## src/rtl/tracer_pkg.sv

```systemverilog
// Shared types and defaults for the program_out tracer.
// The FSM state encoding, default widths and the FIFO entry-width helper live here.
package tracer_pkg;

  typedef enum logic [1:0] {
    ARM  = 2'd0,
    RUN  = 2'd1,
    HOLD = 2'd2
  } state_e;

  localparam int DATA_W_DEF = 64;
  localparam int TS_W_DEF   = 16;
  localparam int DROP_W_DEF = 8;

  // Width of one FIFO entry: data alone, or data plus its timestamp.
  function automatic int entry_w(input int data_w, input int ts_w, input bit ts_en);
    return ts_en ? (data_w + ts_w) : data_w;
  endfunction

endpackage

```

## src/rtl/trace_fifo.sv

```systemverilog
// Synchronous show-ahead FIFO.
// The head entry is always presented on dout_o.
// A push while full is accepted only when a pop happens on the same edge.
module trace_fifo #(
  parameter int WIDTH = 80,
  parameter int DEPTH = 16
) (
  input  logic                     clk,
  input  logic                     reset,
  input  logic                     push_i,
  input  logic [WIDTH-1:0]         din_i,
  input  logic                     pop_i,
  output logic [WIDTH-1:0]         dout_o,
  output logic                     empty_o,
  output logic                     full_o,
  output logic [$clog2(DEPTH):0]   level_o
);

  localparam int AW = $clog2(DEPTH);
  localparam int LW = AW + 1;

  logic [WIDTH-1:0] mem_q [DEPTH];
  logic [AW-1:0]    wptr_q;
  logic [AW-1:0]    rptr_q;
  logic [LW-1:0]    level_q;
  logic             do_push;
  logic             do_pop;

  assign empty_o = (level_q == '0);
  assign full_o  = (level_q == LW'(DEPTH));
  assign do_pop  = pop_i && !empty_o;
  assign do_push = push_i && (!full_o || do_pop);
  assign dout_o  = mem_q[rptr_q];
  assign level_o = level_q;

  // Storage: written on accepted pushes, never reset (pointers define validity).
  always_ff @(posedge clk) begin
    if (do_push) begin
      mem_q[wptr_q] <= din_i;
    end
  end

  // Pointers and occupancy; reset discards all contents.
  always_ff @(posedge clk) begin
    if (reset) begin
      wptr_q  <= '0;
      rptr_q  <= '0;
      level_q <= '0;
    end else begin
      if (do_push) begin
        wptr_q <= wptr_q + AW'(1);
      end
      if (do_pop) begin
        rptr_q <= rptr_q + AW'(1);
      end
      case ({do_push, do_pop})
        2'b10:   level_q <= level_q + LW'(1);
        2'b01:   level_q <= level_q - LW'(1);
        default: level_q <= level_q;
      endcase
    end
  end

endmodule

```

## src/rtl/program_out_tracer.sv

```systemverilog
// Records each new value of the computer's program_out bus into a show-ahead
// FIFO that a host drains through a valid/ready handshake.
// Build option: define TRACER_TIMESTAMP_EN to store a free-running cycle stamp
// with every entry; otherwise rd_stamp is tied to zero and entries are data only.
module program_out_tracer
  import tracer_pkg::*;
#(
  parameter int DATA_W = DATA_W_DEF,
  parameter int DEPTH  = 16,
  parameter int TS_W   = TS_W_DEF,
  parameter int DROP_W = DROP_W_DEF
) (
  input  logic                   clk,
  input  logic                   reset,
  input  logic [DATA_W-1:0]      program_out,
  input  logic                   freeze,
  output logic                   rd_valid,
  input  logic                   rd_ready,
  output logic [DATA_W-1:0]      rd_data,
  output logic [TS_W-1:0]        rd_stamp,
  output logic [$clog2(DEPTH):0] level,
  output logic                   overflow,
  output logic [DROP_W-1:0]      dropped
);

`ifdef TRACER_TIMESTAMP_EN
  localparam bit TS_EN = 1'b1;
`else
  localparam bit TS_EN = 1'b0;
`endif
  localparam int EW = entry_w(DATA_W, TS_W, TS_EN);

  state_e            state_q;
  state_e            state_d;
  logic [DATA_W-1:0] prev_q;
  logic              capture;
  logic              pop;
  logic              drop;
  logic              fifo_empty;
  logic              fifo_full;
  logic [EW-1:0]     fifo_din;
  logic [EW-1:0]     fifo_dout;
  logic              overflow_q;
  logic [DROP_W-1:0] dropped_q;

  function automatic logic [DROP_W-1:0] sat_inc(input logic [DROP_W-1:0] v);
    return (v == {DROP_W{1'b1}}) ? v : v + DROP_W'(1);
  endfunction

  // FSM state register.
  always_ff @(posedge clk) begin
    if (reset) begin
      state_q <= ARM;
    end else begin
      state_q <= state_d;
    end
  end

  // FSM next state: HOLD returns through ARM so the first post-freeze value is always taken.
  always_comb begin
    state_d = state_q;
    case (state_q)
      ARM:     if (!freeze) state_d = RUN;
      RUN:     if (freeze)  state_d = HOLD;
      HOLD:    if (!freeze) state_d = ARM;
      default: state_d = ARM;
    endcase
  end

  // FSM output: capture decision for this cycle.
  always_comb begin
    capture = 1'b0;
    case (state_q)
      ARM:     capture = !freeze;
      RUN:     capture = !freeze && (program_out != prev_q);
      default: capture = 1'b0;
    endcase
  end

  assign pop  = rd_valid && rd_ready;
  assign drop = capture && fifo_full && !pop;

  // Change-detection reference; follows every capture, including dropped ones.
  always_ff @(posedge clk) begin
    if (reset) begin
      prev_q <= '0;
    end else if (capture) begin
      prev_q <= program_out;
    end
  end

  // Sticky overflow flag and saturating drop counter; cleared only by reset.
  always_ff @(posedge clk) begin
    if (reset) begin
      overflow_q <= 1'b0;
      dropped_q  <= '0;
    end else if (drop) begin
      overflow_q <= 1'b1;
      dropped_q  <= sat_inc(dropped_q);
    end
  end

`ifdef TRACER_TIMESTAMP_EN
  logic [TS_W-1:0] ts_q;

  // Free-running cycle stamp; wraps naturally.
  always_ff @(posedge clk) begin
    if (reset) begin
      ts_q <= '0;
    end else begin
      ts_q <= ts_q + TS_W'(1);
    end
  end

  assign fifo_din = {ts_q, program_out};
  assign rd_stamp = rd_valid ? fifo_dout[DATA_W +: TS_W] : '0;
`else
  assign fifo_din = program_out;
  assign rd_stamp = '0;
`endif

  trace_fifo #(
    .WIDTH (EW),
    .DEPTH (DEPTH)
  ) u_fifo (
    .clk     (clk),
    .reset   (reset),
    .push_i  (capture),
    .din_i   (fifo_din),
    .pop_i   (pop),
    .dout_o  (fifo_dout),
    .empty_o (fifo_empty),
    .full_o  (fifo_full),
    .level_o (level)
  );

  assign rd_valid = !fifo_empty;
  assign rd_data  = rd_valid ? fifo_dout[DATA_W-1:0] : '0;
  assign overflow = overflow_q;
  assign dropped  = dropped_q;

endmodule

```

## config.mk

```make
export PLATFORM = sky130hd
export DESIGN_NAME = program_out_tracer
export DESIGN_NICKNAME = d
export VERILOG_FILES = /design/src/rtl/tracer_pkg.sv /design/src/rtl/trace_fifo.sv /design/src/rtl/program_out_tracer.sv
export SDC_FILE = /design/constraint.sdc
export NUM_CORES = 1
export LEC_CHECK = 0
export CAP_MARGIN = 20
export CORE_ASPECT_RATIO = 0.7
export CORE_MARGIN = 2
export CORE_UTILIZATION = 55
export CTS_CLUSTER_SIZE = 24
export DETAILED_ROUTE_END_ITERATION = 12
export HOLD_SLACK_MARGIN = 0.1
export PLACE_DENSITY = 0.81
export REMOVE_ABC_BUFFERS = 1
export SETUP_SLACK_MARGIN = 0.02
export SYNTH_ARGS = -nofsm -noshare
export SYNTH_HDL_FRONTEND = slang
export SYNTH_SLANG_ARGS = --single-unit
```

## constraint.sdc

```tcl
create_clock -name clk -period 4.96 [get_ports clk]
set_input_delay 1.488 -clock clk [delete_from_list [all_inputs] [get_ports clk]]
set_output_delay 1.488 -clock clk [all_outputs]
set_load 0.02 [all_outputs]
```

==> impl_metrics.ini <==
[status]
run_status = completed

[drt]
route.detailed.drc = 0
dr_pass1_iterations = 6
wirelength_um = 108000
postRouteAntennaNets = 0
routed_wirelength_normalized_by_instance_count_um = 31.0
dr_total_vias = 22300
avgViaCountPerCell = 6.36
drt_iter0_drc = 3150

[global_routing]
grt_max_degree = 80
initial_antenna_violation_count = 2
global_route_wire_length_before_repair_um = 155000
grt_util_all_layers = 0.266
first_global_vias = 22800
grt_overflow = 0

[clock_tree]
library_cell_used_as_clock_root_buffer = sky130_fd_sc_hd__clkbuf_16
maximum_level_of_the_cts_h_tree = 3
cts_max_path_buffers = 3
cts.clk_slew.worst_paths_ns = 0.06
clk_latency_ns = 0.68
tritoncts = done
tritoncts.num_buffers = 97
tritoncts_num_sinks = 1116

[synth]
ys_types = 48
synth_sequential_area_ratio = 0.751
syn_avg_cell_area_um2 = 21.8
post-synth-top-area-cell = sky130_fd_sc_hd__edfxtp_1
synth-async-reset-ratio = 0
synth.yosys.warnings = 0
synth_area_leaders = sky130_fd_sc_hd__edfxtp_1, sky130_fd_sc_hd__mux4_2, sky130_fd_sc_hd__dfxtp_1, sky130_fd_sc_hd__mux2i_1, sky130_fd_sc_hd__and2_1
synth_largest_type_area_fraction = 0.708
synth_edf_count = 1024
netlist_area_mm2 = 0.0434
synth_seq_cells = 1116
synthCells = 1991
dominantRegCellSynth = sky130_fd_sc_hd__edfxtp_1

[place]
post-dp-hpwl_um = 61000
numPortBuffers = 146
numPlacedInstances = 3289
placement.cell_area_mm2 = 0.0480
gp_congestion = 0.840

[worst_setup_path]
setup.worst_path.end_class = output port
worst_r2r_path_depth = 17
critical_path.max_fanout = 24
cp_data_required_time_ns = 3.47
worst-endpoint-arrival_ns = 3.34
kind_of_start_point_of_the_critical_path = flop
kind_of_critical_path = flop to output port

[pwr]
powerDensity_mw_per_mm2 = 449
vdd_ir_drop_max_v = 0.000296
cellLeakagePower_nw = 16.7

[finish]
total_area_of_sequential_cells_mm2 = 0.0326
finalInstanceArea_mm2 = 0.0515
areaGrowthSynthToFinish_pct = 18.6
area_of_combinational_cells_with_multiple_inputs_mm2 = 0.0103
final_layout_size_suffix_gt1_frac = 0.292
fillers = 4804
finalNonFillerCells = 3498
fin_nets = 2437

[sta]
worst_slew_margin_rel = 0.520
max_slew.worst_pin.slew_ns = 0.718
timing.fmax_ghz = 0.207
final-hold-violation-count = 0
rsz_0062_raised_after_global_routing = false
timing.final.max_slew_violations = 0
worst_clock_skew_ns = 0.0312
finalCritPeriodShare = 0.973
finalSetupViolations = 0
final.min_clock_period_ns = 4.82

[hold_path]
holdCritPathClass = flop to flop
hold_path_depth = 1

[run]
timing.max_cap.violations = 0

[floorplan]
initial_core_util = 0.553
die-area_mm2 = 0.0812
row_count = 86
ios = 163
core_area_mm2 = 0.0784
die_h_um = 239
die_w_um = 340
[state kept, by name, summed over array words and instances (netlist names), named ones only]
name	flops
prev_q	64
u_fifo.level_o	5
state_q	2
u_fifo.wptr_q	4
overflow	1
u_fifo.rptr_q	4
dropped	8
u_fifo.mem_q	1024
[power by group]
part / internal (mW) / switching (mW) / total (mW)
Clock: 4.06 / 3.37 / 7.43
Combinational: 2.52 / 2.58 / 5.10
Sequential: 10.5 / 0.127 / 10.6
[worst max-delay path, cell delays in order, from the launching register on]
cell	delay, ns
sky130_fd_sc_hd__dfxtp_4	0.51
sky130_fd_sc_hd__buf_12	0.25
sky130_fd_sc_hd__buf_4	0.28
sky130_fd_sc_hd__mux4_2	0.39
sky130_fd_sc_hd__mux4_2	0.52
sky130_fd_sc_hd__and2_1	0.18
sky130_fd_sc_hd__clkdlybuf4s50_1	0.53
[path summary, 6_finish.rpt]
check	from	end	slack, ns
max	flop	rd_data[53]	0.14
max reg2reg	prev_q[22]$_SDFFE_PP0P_	u_fifo.level_o[4]$_SDFFE_PP0P_	1.23
min reg2reg	overflow$_SDFFE_PP0P_	overflow$_SDFFE_PP0P_	0.49
min	overflow$_SDFFE_PP0P_	overflow$_SDFFE_PP0P_	0.49
[layer usage]
layer	track usage	wire [um]
met1	0.375	41200
met2	0.425	53500
met3	0.0568	10800
met4	0.0805	2900
met5	0	9
[final cells by class]
cell class / count / share of cell area
clock inverters: 48 / 0.00794
flip-flops and latches: 1116 / 0.633
multi-input cells: 755 / 0.200
diodes: 1 / 0.0000486
inverters: 17 / 0.00124
clock buffers: 134 / 0.0520
well taps: 1056 / 0.0257
repair buffers: 371 / 0.0801
[per-stage QoR]
| step | hold slack [ns] | power (mW) | setup slack [ns] | TNS [ns] | utilization |
|---|---|---|---|---|---|
| detailed placement | 0.469 | 15.8 | -0.292 | -39.32 | 0.612 |
| floorplan | 0.440 | 14.4 | -8.32 | -2799.09 | - |
| global route | 0.521 | 23.9 | 0.0246 | 0 | 0.657 |
| finish | 0.489 | 23.1 | 0.135 | 0 | 0.657 |
| global placement | 0.464 | 15.7 | -0.310 | -21.19 | 0.612 |
| CTS | 0.495 | 23.1 | -0.0639 | -0.525 | 0.653 |
[synth_stat cells (4+ instances only)]
cell type / count
sky130_fd_sc_hd__nand2_1: 4
sky130_fd_sc_hd__dfxtp_1: 92
sky130_fd_sc_hd__edfxtp_1: 1024
sky130_fd_sc_hd__o2111ai_1: 6
sky130_fd_sc_hd__buf_6: 8
sky130_fd_sc_hd__ha_1: 10
sky130_fd_sc_hd__xnor2_1: 25
sky130_fd_sc_hd__nor4_1: 7
sky130_fd_sc_hd__and3_1: 5
sky130_fd_sc_hd__and2_1: 67
sky130_fd_sc_hd__nand3_1: 4
sky130_fd_sc_hd__mux4_2: 320
sky130_fd_sc_hd__a21oi_1: 8
sky130_fd_sc_hd__clkbuf_1: 62
sky130_fd_sc_hd__nor3_1: 5
sky130_fd_sc_hd__buf_4: 16
sky130_fd_sc_hd__inv_1: 17
sky130_fd_sc_hd__buf_1: 17
sky130_fd_sc_hd__buf_2: 15
sky130_fd_sc_hd__and4b_1: 6
sky130_fd_sc_hd__nand2b_1: 23
sky130_fd_sc_hd__nor2_1: 91
sky130_fd_sc_hd__mux2_1: 4
sky130_fd_sc_hd__xor2_1: 24
sky130_fd_sc_hd__mux2i_1: 68
sky130_fd_sc_hd__nand4_1: 8
sky130_fd_sc_hd__nor2b_1: 15
[cell usage in the layout (no fill, tap or decap), drive strengths merged, types with 5 or more instances in the layout]
cell type / Yosys / layout
a21oi: 8 / 8
and2: 67 / 67
and3: 5 / 5
and4b: 6 / 6
buf: 56 / 222
bufinv: 0 / 5
clkbuf: 62 / 137
clkdlybuf4s50: 0 / 124
clkinv: 0 / 35
conb: 1 / 16
dfxtp: 92 / 92
dlygate4sd2: 0 / 13
dlymetal6s2s: 0 / 8
edfxtp: 1024 / 1024
ha: 10 / 10
inv: 17 / 21
mux2: 6 / 6
mux2i: 68 / 68
mux4: 320 / 320
nand2b: 23 / 23
nand4: 8 / 8
nor2: 91 / 91
nor2b: 15 / 15
nor3: 5 / 5
nor4: 7 / 7
o2111ai: 6 / 6
xnor2: 25 / 25
xor2: 24 / 24
[cells by family after synthesis]
kind of cell / Yosys count / share of synthesized area
mux: 394 / 0.183
other cells: 1 / 0.0000864
compound gates: 31 / 0.00568
buf+inv: 135 / 0.0149
fa+ha+maj: 11 / 0.00334
xor+xnor: 49 / 0.00988
flops: 1116 / 0.751
simple gates: 254 / 0.0322
[repair_timing]
action                     4_1_cts  5_1_grt
cloned                           3        2
resized for setup               28       12
setup endpoints to repair       38       40
hold buffers                     0        0
buffers inserted                 0       21
(Power assumes the default switching activity.)
